--- src/rtl/uart_pkg.sv ---
// ----------------------------------------------------------------------------
// uart_pkg
// Shared definitions for the UART core: parity mode codes, oversampling
// factor, transmitter/receiver state encodings and the parity helper.
// ----------------------------------------------------------------------------
package uart_pkg;

    localparam logic [1:0] PAR_NONE = 2'b00;
    localparam logic [1:0] PAR_EVEN = 2'b01;
    localparam logic [1:0] PAR_ODD  = 2'b10;

    localparam int OVERSAMPLE   = 16;
    localparam int START_SAMPLE = 7;

    typedef enum logic [2:0] {
        TX_IDLE,
        TX_START,
        TX_DATA,
        TX_PARITY,
        TX_STOP
    } tx_state_t;

    typedef enum logic [2:0] {
        RX_IDLE,
        RX_START,
        RX_DATA,
        RX_PARITY,
        RX_STOP,
        RX_WAIT_HIGH
    } rx_state_t;

    // Mode 11 is an alias for "no parity".
    function automatic logic parity_enabled(input logic [1:0] mode);
        return (mode == PAR_EVEN) || (mode == PAR_ODD);
    endfunction

    // Callers zero-extend the data word; extra zero bits leave the XOR unchanged.
    function automatic logic parity_bit(input logic [8:0] data, input logic odd);
        return (^data) ^ odd;
    endfunction

endpackage

--- src/rtl/uart_fifo.sv ---
// ----------------------------------------------------------------------------
// uart_fifo
// Synchronous circular first-word-fall-through FIFO with occupancy count.
// Ports:
//   clk, rst_n      clock, asynchronous active-low reset
//   push, push_data write request and word (ignored when full, unless a pop
//                   happens in the same cycle)
//   pop             remove the head word (ignored when empty)
//   head            current head word
//   empty, full     status
//   count           occupancy 0..2^AW
// ----------------------------------------------------------------------------
module uart_fifo #(
    parameter int DATA_W = 8,
    parameter int AW     = 4
) (
    input  logic              clk,
    input  logic              rst_n,
    input  logic              push,
    input  logic [DATA_W-1:0] push_data,
    input  logic              pop,
    output logic [DATA_W-1:0] head,
    output logic              empty,
    output logic              full,
    output logic [AW:0]       count
);

    localparam int DEPTH = 1 << AW;

    logic [DATA_W-1:0] mem [DEPTH];
    logic [AW-1:0]     wr_ptr;
    logic [AW-1:0]     rd_ptr;
    logic              do_push;
    logic              do_pop;

    // A push into a full FIFO is accepted when a pop frees the head slot in
    // the same cycle; the write lands in that very slot, which becomes the tail.
    assign empty   = (count == '0);
    assign full    = (count == (AW+1)'(DEPTH));
    assign do_pop  = pop && !empty;
    assign do_push = push && (!full || do_pop);
    assign head    = mem[rd_ptr];

    always_ff @(posedge clk) begin
        if (do_push)
            mem[wr_ptr] <= push_data;
    end

    always_ff @(posedge clk or negedge rst_n) begin
        if (!rst_n) begin
            wr_ptr <= '0;
            rd_ptr <= '0;
            count  <= '0;
        end else begin
            if (do_push)
                wr_ptr <= wr_ptr + AW'(1);
            if (do_pop)
                rd_ptr <= rd_ptr + AW'(1);
            case ({do_push, do_pop})
                2'b10:   count <= count + (AW+1)'(1);
                2'b01:   count <= count - (AW+1)'(1);
                default: count <= count;
            endcase
        end
    end

endmodule

--- src/rtl/uart_core_v2.sv ---
// ----------------------------------------------------------------------------
// uart_core_v2
// Full-duplex UART with programmable 16x baud tick, parity, 1/2 stop bits,
// TX/RX FIFOs and sticky error flags.
// Ports:
//   clk_100MHz, reset_n          clock, asynchronous active-low reset
//   baud_div                     tick period minus one, in clocks
//   parity_mode, two_stop        frame format (sampled at each frame start)
//   rx / tx                      serial pins (tx idles high)
//   tx_data/tx_valid/tx_ready    TX FIFO push handshake
//   rx_data/rx_valid/rx_ready    RX FIFO pop handshake (fall-through head)
//   tx_count, rx_count           FIFO occupancy
//   tx_busy                      frame on the wire
//   frame_err/parity_err/overrun sticky flags, cleared by err_clear
// ----------------------------------------------------------------------------
module uart_core_v2 #(
    parameter int DBITS    = 8,
    parameter int FIFO_AW  = 4,
    parameter int DIV_BITS = 16
) (
    input  logic                clk_100MHz,
    input  logic                reset_n,
    input  logic [DIV_BITS-1:0] baud_div,
    input  logic [1:0]          parity_mode,
    input  logic                two_stop,
    input  logic                rx,
    output logic                tx,
    input  logic [DBITS-1:0]    tx_data,
    input  logic                tx_valid,
    output logic                tx_ready,
    output logic [DBITS-1:0]    rx_data,
    output logic                rx_valid,
    input  logic                rx_ready,
    output logic [FIFO_AW:0]    tx_count,
    output logic [FIFO_AW:0]    rx_count,
    output logic                tx_busy,
    output logic                frame_err,
    output logic                parity_err,
    output logic                overrun,
    input  logic                err_clear
);

    import uart_pkg::*;

    localparam logic [4:0] LAST_TICK  = 5'(OVERSAMPLE - 1);
    localparam logic [4:0] LAST_STOP2 = 5'(2 * OVERSAMPLE - 1);
    localparam logic [4:0] START_LAST = 5'(START_SAMPLE - 1);
    localparam logic [3:0] LAST_BIT   = 4'(DBITS - 1);

    logic [DIV_BITS-1:0] baud_cnt;
    logic                tick;

    logic [DBITS-1:0] tx_head;
    logic             tx_empty, tx_full, tx_pop;
    tx_state_t        tx_state;
    logic [DBITS-1:0] tx_shift;
    logic [4:0]       tx_ticks;
    logic [3:0]       tx_bit;
    logic             tx_par_en, tx_par, tx_two_stop;
    logic             tx_bit_end, tx_stop_end;

    logic             rx_s1, rx_s2;
    logic             rx_empty, rx_full, rx_pop, rx_push;
    rx_state_t        rx_state;
    logic [DBITS-1:0] rx_shift;
    logic [4:0]       rx_ticks;
    logic [3:0]       rx_bit;
    logic             rx_par_en, rx_odd, rx_par_bit, rx_sample;

    // Free-running tick counter; ">=" makes a shrinking baud_div wrap at once
    // instead of running the counter all the way around.
    assign tick = (baud_cnt >= baud_div);

    always_ff @(posedge clk_100MHz or negedge reset_n) begin
        if (!reset_n)
            baud_cnt <= '0;
        else if (tick)
            baud_cnt <= '0;
        else
            baud_cnt <= baud_cnt + DIV_BITS'(1);
    end

    uart_fifo #(.DATA_W(DBITS), .AW(FIFO_AW)) u_tx_fifo (
        .clk(clk_100MHz), .rst_n(reset_n),
        .push(tx_valid), .push_data(tx_data), .pop(tx_pop),
        .head(tx_head), .empty(tx_empty), .full(tx_full), .count(tx_count)
    );

    assign tx_ready    = !tx_full;
    assign tx_bit_end  = tick && (tx_ticks == LAST_TICK);
    assign tx_stop_end = tick && (tx_ticks == (tx_two_stop ? LAST_STOP2 : LAST_TICK));
    // A new word is taken either from idle or on the final stop tick, which
    // is what lets consecutive frames run with no idle gap.
    assign tx_pop      = tick && !tx_empty &&
                         ((tx_state == TX_IDLE) || ((tx_state == TX_STOP) && tx_stop_end));

    // Transmit FSM. tx and tx_busy are registered from the current state, so
    // the line trails the state by one clock uniformly across the frame.
    always_ff @(posedge clk_100MHz or negedge reset_n) begin
        if (!reset_n) begin
            tx_state    <= TX_IDLE;
            tx_shift    <= '0;
            tx_ticks    <= '0;
            tx_bit      <= '0;
            tx_par_en   <= 1'b0;
            tx_par      <= 1'b0;
            tx_two_stop <= 1'b0;
            tx          <= 1'b1;
            tx_busy     <= 1'b0;
        end else begin
            tx_busy <= (tx_state != TX_IDLE);
            if (tick)
                tx_ticks <= tx_ticks + 5'd1;
            case (tx_state)
                TX_IDLE: tx <= 1'b1;
                TX_START: begin
                    tx <= 1'b0;
                    if (tx_bit_end) begin
                        tx_ticks <= '0;
                        tx_state <= TX_DATA;
                    end
                end
                TX_DATA: begin
                    tx <= tx_shift[0];
                    if (tx_bit_end) begin
                        tx_ticks <= '0;
                        tx_shift <= tx_shift >> 1;
                        if (tx_bit == LAST_BIT)
                            tx_state <= tx_par_en ? TX_PARITY : TX_STOP;
                        else
                            tx_bit <= tx_bit + 4'd1;
                    end
                end
                TX_PARITY: begin
                    tx <= tx_par;
                    if (tx_bit_end) begin
                        tx_ticks <= '0;
                        tx_state <= TX_STOP;
                    end
                end
                TX_STOP: begin
                    tx <= 1'b1;
                    if (tx_stop_end) begin
                        tx_ticks <= '0;
                        tx_state <= TX_IDLE;
                    end
                end
                default: tx_state <= TX_IDLE;
            endcase
            if (tx_pop) begin
                tx_shift    <= tx_head;
                tx_par_en   <= parity_enabled(parity_mode);
                tx_par      <= parity_bit(9'(tx_head), parity_mode == PAR_ODD);
                tx_two_stop <= two_stop;
                tx_bit      <= '0;
                tx_ticks    <= '0;
                tx_state    <= TX_START;
            end
        end
    end

    // Two-flop synchroniser for the asynchronous serial input.
    always_ff @(posedge clk_100MHz or negedge reset_n) begin
        if (!reset_n) begin
            rx_s1 <= 1'b1;
            rx_s2 <= 1'b1;
        end else begin
            rx_s1 <= rx;
            rx_s2 <= rx_s1;
        end
    end

    uart_fifo #(.DATA_W(DBITS), .AW(FIFO_AW)) u_rx_fifo (
        .clk(clk_100MHz), .rst_n(reset_n),
        .push(rx_push), .push_data(rx_shift), .pop(rx_pop),
        .head(rx_data), .empty(rx_empty), .full(rx_full), .count(rx_count)
    );

    assign rx_valid  = !rx_empty;
    assign rx_pop    = rx_valid && rx_ready;
    assign rx_sample = tick && (rx_ticks == LAST_TICK);

    // Receive FSM plus sticky flags. IDLE is only ever entered with the line
    // high, so a low level there is a falling edge. Flag sets are written
    // after the err_clear default so a coincident new error wins.
    always_ff @(posedge clk_100MHz or negedge reset_n) begin
        if (!reset_n) begin
            rx_state   <= RX_IDLE;
            rx_shift   <= '0;
            rx_ticks   <= '0;
            rx_bit     <= '0;
            rx_par_en  <= 1'b0;
            rx_odd     <= 1'b0;
            rx_par_bit <= 1'b0;
            rx_push    <= 1'b0;
            frame_err  <= 1'b0;
            parity_err <= 1'b0;
            overrun    <= 1'b0;
        end else begin
            rx_push <= 1'b0;
            if (err_clear) begin
                frame_err  <= 1'b0;
                parity_err <= 1'b0;
                overrun    <= 1'b0;
            end
            if (rx_push && rx_full && !rx_pop)
                overrun <= 1'b1;
            if (tick)
                rx_ticks <= rx_ticks + 5'd1;
            case (rx_state)
                RX_IDLE: begin
                    rx_ticks <= '0;
                    if (!rx_s2) begin
                        rx_par_en <= parity_enabled(parity_mode);
                        rx_odd    <= (parity_mode == PAR_ODD);
                        rx_state  <= RX_START;
                    end
                end
                RX_START: begin
                    if (tick && (rx_ticks == START_LAST)) begin
                        rx_ticks <= '0;
                        rx_bit   <= '0;
                        rx_state <= rx_s2 ? RX_IDLE : RX_DATA;
                    end
                end
                RX_DATA: begin
                    if (rx_sample) begin
                        rx_ticks <= '0;
                        rx_shift <= {rx_s2, rx_shift[DBITS-1:1]};
                        if (rx_bit == LAST_BIT)
                            rx_state <= rx_par_en ? RX_PARITY : RX_STOP;
                        else
                            rx_bit <= rx_bit + 4'd1;
                    end
                end
                RX_PARITY: begin
                    if (rx_sample) begin
                        rx_ticks   <= '0;
                        rx_par_bit <= rx_s2;
                        rx_state   <= RX_STOP;
                    end
                end
                RX_STOP: begin
                    if (rx_sample) begin
                        rx_ticks <= '0;
                        if (!rx_s2) begin
                            frame_err <= 1'b1;
                            rx_state  <= RX_WAIT_HIGH;
                        end else if (rx_par_en &&
                                     (rx_par_bit != parity_bit(9'(rx_shift), rx_odd))) begin
                            parity_err <= 1'b1;
                            rx_state   <= RX_IDLE;
                        end else begin
                            rx_push  <= 1'b1;
                            rx_state <= RX_IDLE;
                        end
                    end
                end
                RX_WAIT_HIGH: begin
                    if (rx_s2)
                        rx_state <= RX_IDLE;
                end
                default: rx_state <= RX_IDLE;
            endcase
        end
    end

endmodule

--- config.mk ---
export PLATFORM = sky130hd
export DESIGN_NAME = uart_core_v2
export DESIGN_NICKNAME = d
export VERILOG_FILES = /design/src/rtl/uart_pkg.sv /design/src/rtl/uart_fifo.sv /design/src/rtl/uart_core_v2.sv
export SDC_FILE = /design/constraint.sdc
export NUM_CORES = 1
export LEC_CHECK = 0
export CELL_PAD_IN_SITES_DETAIL_PLACEMENT = 0
export CELL_PAD_IN_SITES_GLOBAL_PLACEMENT = 1
export CORE_MARGIN = 2
export CORE_UTILIZATION = 52
export DETAILED_ROUTE_END_ITERATION = 10
export PLACE_DENSITY_LB_ADDON = 0.1
export SYNTH_ARGS = -nofsm -noshare
export SYNTH_HDL_FRONTEND = slang
export SYNTH_SLANG_ARGS = --single-unit
--- constraint.sdc ---
create_clock -name clk_100MHz -period 4.2 [get_ports clk_100MHz]
set_clock_uncertainty 0.05 [all_clocks]
set_input_delay 0.84 -clock clk_100MHz [delete_from_list [all_inputs] [get_ports clk_100MHz]]
set_output_delay 0.84 -clock clk_100MHz [all_outputs]
set_load 0.03 [all_outputs]
==> results.sh <==
export IMPL_cts_post_setup_buffers_inserted=0
export IMPL_syn_nets=1033
export IMPL_drtIter0Drc=471
export IMPL_grt_overflow=0
export IMPL_async_reset_ff_frac=0.273
export IMPL_clkTransAtPathRegs_ps=60
export IMPL_cts_hold_buffers=0
export IMPL_die_x_um=176
export IMPL_leading_cell_types_by_total_area_after_synthesis="sky130_fd_sc_hd__edfxtp_1 50%, sky130_fd_sc_hd__dfrtp_1 15%, sky130_fd_sc_hd__mux4_2 8.7%"
export IMPL_drive_gt1_frac=0.167
export IMPL_place_port_buffers=57
export IMPL_grt_pass1_vias=8551
export IMPL_final_antenna_net_count=0
export IMPL_largest_area_contributor_in_the_netlist="sky130_fd_sc_hd__edfxtp_1"
export IMPL_finalSetupViolations=0
export IMPL_dieHeight_um=176
export IMPL_unrepaired_setup_endpoints_after_global_routing="false"
export IMPL_cp_startpoint="baud_div[0]"
export IMPL_synth_edf_count=256
export IMPL_leakagePower_nw=6.31
export IMPL_internal_power_mw=6.30
export IMPL_antennaDiodeCount=0
export IMPL_clock_latency_on_the_worst_skew_pair_ps=510
export IMPL_min_period_ps=4000
export IMPL_seq_power_share=0.505
export IMPL_cell_pwr_density_mw_per_mm2=475
export IMPL_class_of_the_most_critical_setup_path="in2reg"
export IMPL_synthToLayoutAreaGrowth_pct=15.1
export IMPL_root_buffer="sky130_fd_sc_hd__clkbuf_16"
export IMPL_dp_final_hpwl_mm=18.7
export IMPL_synth_top_cell_area_share=0.501
export IMPL_cts_max_path_buffers=3
export IMPL_cp_max_fo=3
export IMPL_cts_htree_levels=2
export IMPL_max_freq_mhz=250
export IMPL_start_kind="input port"
export IMPL_routedWlPerCell_um=19.8
export IMPL_cp_end_kind="register"
export IMPL_rr_startpoint="baud_cnt[0]$_DFF_PN0_"
export IMPL_mappedNetlistArea_mm2=0.0154
export IMPL_critPathArrivalTime_ps=4350
export IMPL_grt_antenna_before_repair=0
export IMPL_netlist_top_cells_count="256 x sky130_fd_sc_hd__edfxtp_1, 93 x sky130_fd_sc_hd__dfrtp_1, 59 x sky130_fd_sc_hd__mux4_2"
export IMPL_die_area_mm2=0.0309
export IMPL_timing_reg2reg_setup_slack_ps=490
export IMPL_cts_inserted_buffers=38
export IMPL_worst_slew_margin_rel=0.299
export IMPL_number_of_unique_standard_cell_types_used_by_synthesis=64
export IMPL_cap_violations=0
export IMPL_synth_top_flop_cell="sky130_fd_sc_hd__edfxtp_1"
export IMPL_p_comb_frac=0.123
export IMPL_synth_ff_latch_count=352
export IMPL_clock_power_share=0.371
export IMPL_cts_resized=0
export IMPL_core_area_mm2=0.0289
export IMPL_ys_warnings_count=0
export IMPL_worst_r2r_path_depth=18
export IMPL_synth_most_common_cell="sky130_fd_sc_hd__edfxtp_1"
export IMPL_gp_routability_congestion=0.755
export IMPL_floorplan_initialDensity=0.532
export IMPL_min_period_over_period=0.952
export IMPL_pin_count_of_the_biggest_net_entering_global_routing=56
export IMPL_power_ir_vdd_worst_v=0.000430
export IMPL_r2r_end="u_tx_fifo.count[4]$_DFFE_PN0P_"
export IMPL_io_pins=58
export IMPL_cell_count_after_synthesis=957
export IMPL_totalNegativeSetupSlack_ps=0
export IMPL_proportion_of_synthesized_chip_area_in_sequential_cells=0.657
export IMPL_drcViolationCount=0
export IMPL_routed_via_density=5.61
export IMPL_slew_violations=0
export IMPL_postSynthAreaPerCell_um2=16.0
export IMPL_detail_route_wirelength_mm=28.8
export IMPL_finalHoldViolations=0
export IMPL_final_net_count=1114
export IMPL_total_switching_power_mw=2.10
export IMPL_worstHoldPathType="in2async"
export IMPL_tritoncts_clock_tree="yes"
export IMPL_post_route_util=0.612
export IMPL_clkSinkCount=352
export IMPL_routed_via_count=8138
export IMPL_switching_share=0.250
export IMPL_actual_transition_at_the_worst_max_transition_pin_ps=1050
export IMPL_fp_row_count=62
export IMPL_grt_first_pass_wirelength_mm=47.6
export IMPL_outcome="finished, final reports clean"
export IMPL_grt_usage=0.197
export IMPL_detailedRoute_firstPassIterationCount=6
export IMPL_required_worst_endpoint_ps=4550
-- sequential cells by signal, summed over array words and instances, names as in the netlist, 3 cells and up --
register / count
u_rx_fifo.mem: 128
u_rx_fifo.rd_ptr: 4
tx_shift: 8
rx_bit: 4
u_tx_fifo.count: 5
u_tx_fifo.rd_ptr: 4
rx_ticks: 5
tx_ticks: 5
u_tx_fifo.wr_ptr: 4
u_rx_fifo.wr_ptr: 4
tx_state: 3
rx_state: 3
rx_shift: 8
tx_bit: 4
u_tx_fifo.mem: 128
baud_cnt: 16
u_rx_fifo.count: 5
-- power groups by stage --
stage                     sequential (mW)  clock, mW  combinational, mW
after floorplan                      4.23          0              0.748
after global placement               4.30          0               1.04
after detailed placement             4.31          0               1.05
after CTS                            4.24       3.19               1.06
after global routing                 4.28       3.33               1.17
final                                4.24       3.12               1.04
-- cell type report --
type,instances,area [um^2]
Fill cell,2231,11200
Sequential cell,352,10100
Multi-Input combinational cell,524,4940
Clock buffer,51,1050
Timing Repair Buffer,84,846
Tap cell,384,480
Inverter,38,143
Clock inverter,18,114
-- cell usage in the layout, fill, tap and decap left out, types with 11 or more instances in the layout --
master,count
sky130_fd_sc_hd__mux4_2,59
sky130_fd_sc_hd__nor2_1,55
sky130_fd_sc_hd__xor2_1,27
sky130_fd_sc_hd__o21ai_0,25
sky130_fd_sc_hd__ha_1,40
sky130_fd_sc_hd__buf_4,22
sky130_fd_sc_hd__xnor2_1,33
sky130_fd_sc_hd__inv_1,37
sky130_fd_sc_hd__clkdlybuf4s50_1,56
sky130_fd_sc_hd__and2_1,22
sky130_fd_sc_hd__nand4_1,13
sky130_fd_sc_hd__dfrtp_1,91
sky130_fd_sc_hd__mux4_1,17
sky130_fd_sc_hd__nor3_1,15
sky130_fd_sc_hd__edfxtp_1,256
sky130_fd_sc_hd__nand2_1,58
sky130_fd_sc_hd__mux2_2,11
sky130_fd_sc_hd__nand3_1,27
sky130_fd_sc_hd__clkbuf_16,39
sky130_fd_sc_hd__a21oi_1,13
-- stage by stage --
step	worst slack [ps]	instance area [um^2]	hold slack (ps)	instances	power [mW]
after floorplan	13.8	15400	295	957	4.98
after global placement	-273	16500	297	1382	5.34
after detailed placement	-308	16500	302	1382	5.36
after CTS	146	17700	321	1451	8.48
after global routing	11.5	17700	322	1451	8.78
final	202	17700	320	1451	8.39
-- how the worst max path moves through the flow --
stage | end | slack [ps] | depth (start not counted)
3_3_place_gp | u_tx_fifo.count[4]$_DFFE_PN0P_ | -270 | 18
3_5_place_dp | u_tx_fifo.count[4]$_DFFE_PN0P_ | -310 | 18
4_1_cts | rx_data[6] | 150 | 4
2_1_floorplan | u_tx_fifo.count[4]$_DFFE_PN0P_ | 10 | 18
6_report | u_tx_fifo.count[4]$_DFFE_PN0P_ | 200 | 18
5_1_grt | u_tx_fifo.count[4]$_DFFE_PN0P_ | 10 | 17
-- critical path, stage by stage --
cell and delay, ps:
sky130_fd_sc_hd__clkdlybuf4s50_1 400, sky130_fd_sc_hd__ha_1 280, sky130_fd_sc_hd__nand2b_1 140, sky130_fd_sc_hd__a21o_1 170, sky130_fd_sc_hd__a21o_1 170, sky130_fd_sc_hd__a21o_1 210
sky130_fd_sc_hd__a2111oi_4 400, sky130_fd_sc_hd__o221ai_2 220, sky130_fd_sc_hd__nand2_1 140, sky130_fd_sc_hd__inv_2 70, sky130_fd_sc_hd__o21ai_4 180, sky130_fd_sc_hd__ha_4 160
sky130_fd_sc_hd__xor2_1 160, sky130_fd_sc_hd__ha_2 210, sky130_fd_sc_hd__nor2_1 40, sky130_fd_sc_hd__a222oi_1 290, sky130_fd_sc_hd__nor2_1 90, sky130_fd_sc_hd__xor2_1 140
-- layer usage --
metal  up-vias  global-route usage  wire length, um
li1       3837                   -                -
met5         -                   0                0
met2       126               0.334            14500
met3        48              0.0268              967
met4         0              0.0448              520
met1      4127               0.276            12800
-- kinds of logic (layout without fill, tap and decap cells) --
group	Yosys count	in the layout	synth area share
DFF	352	352	0.657
adders and majority gates	43	43	0.0355
muxes	93	93	0.128
and+or+nand+nor	236	236	0.0768
xor gates and xnor gates	60	60	0.0342
buffers and inverters	81	191	0.0236
AOI/OAI and AO/OA	92	92	0.0448
(Power assumes the default switching activity.)
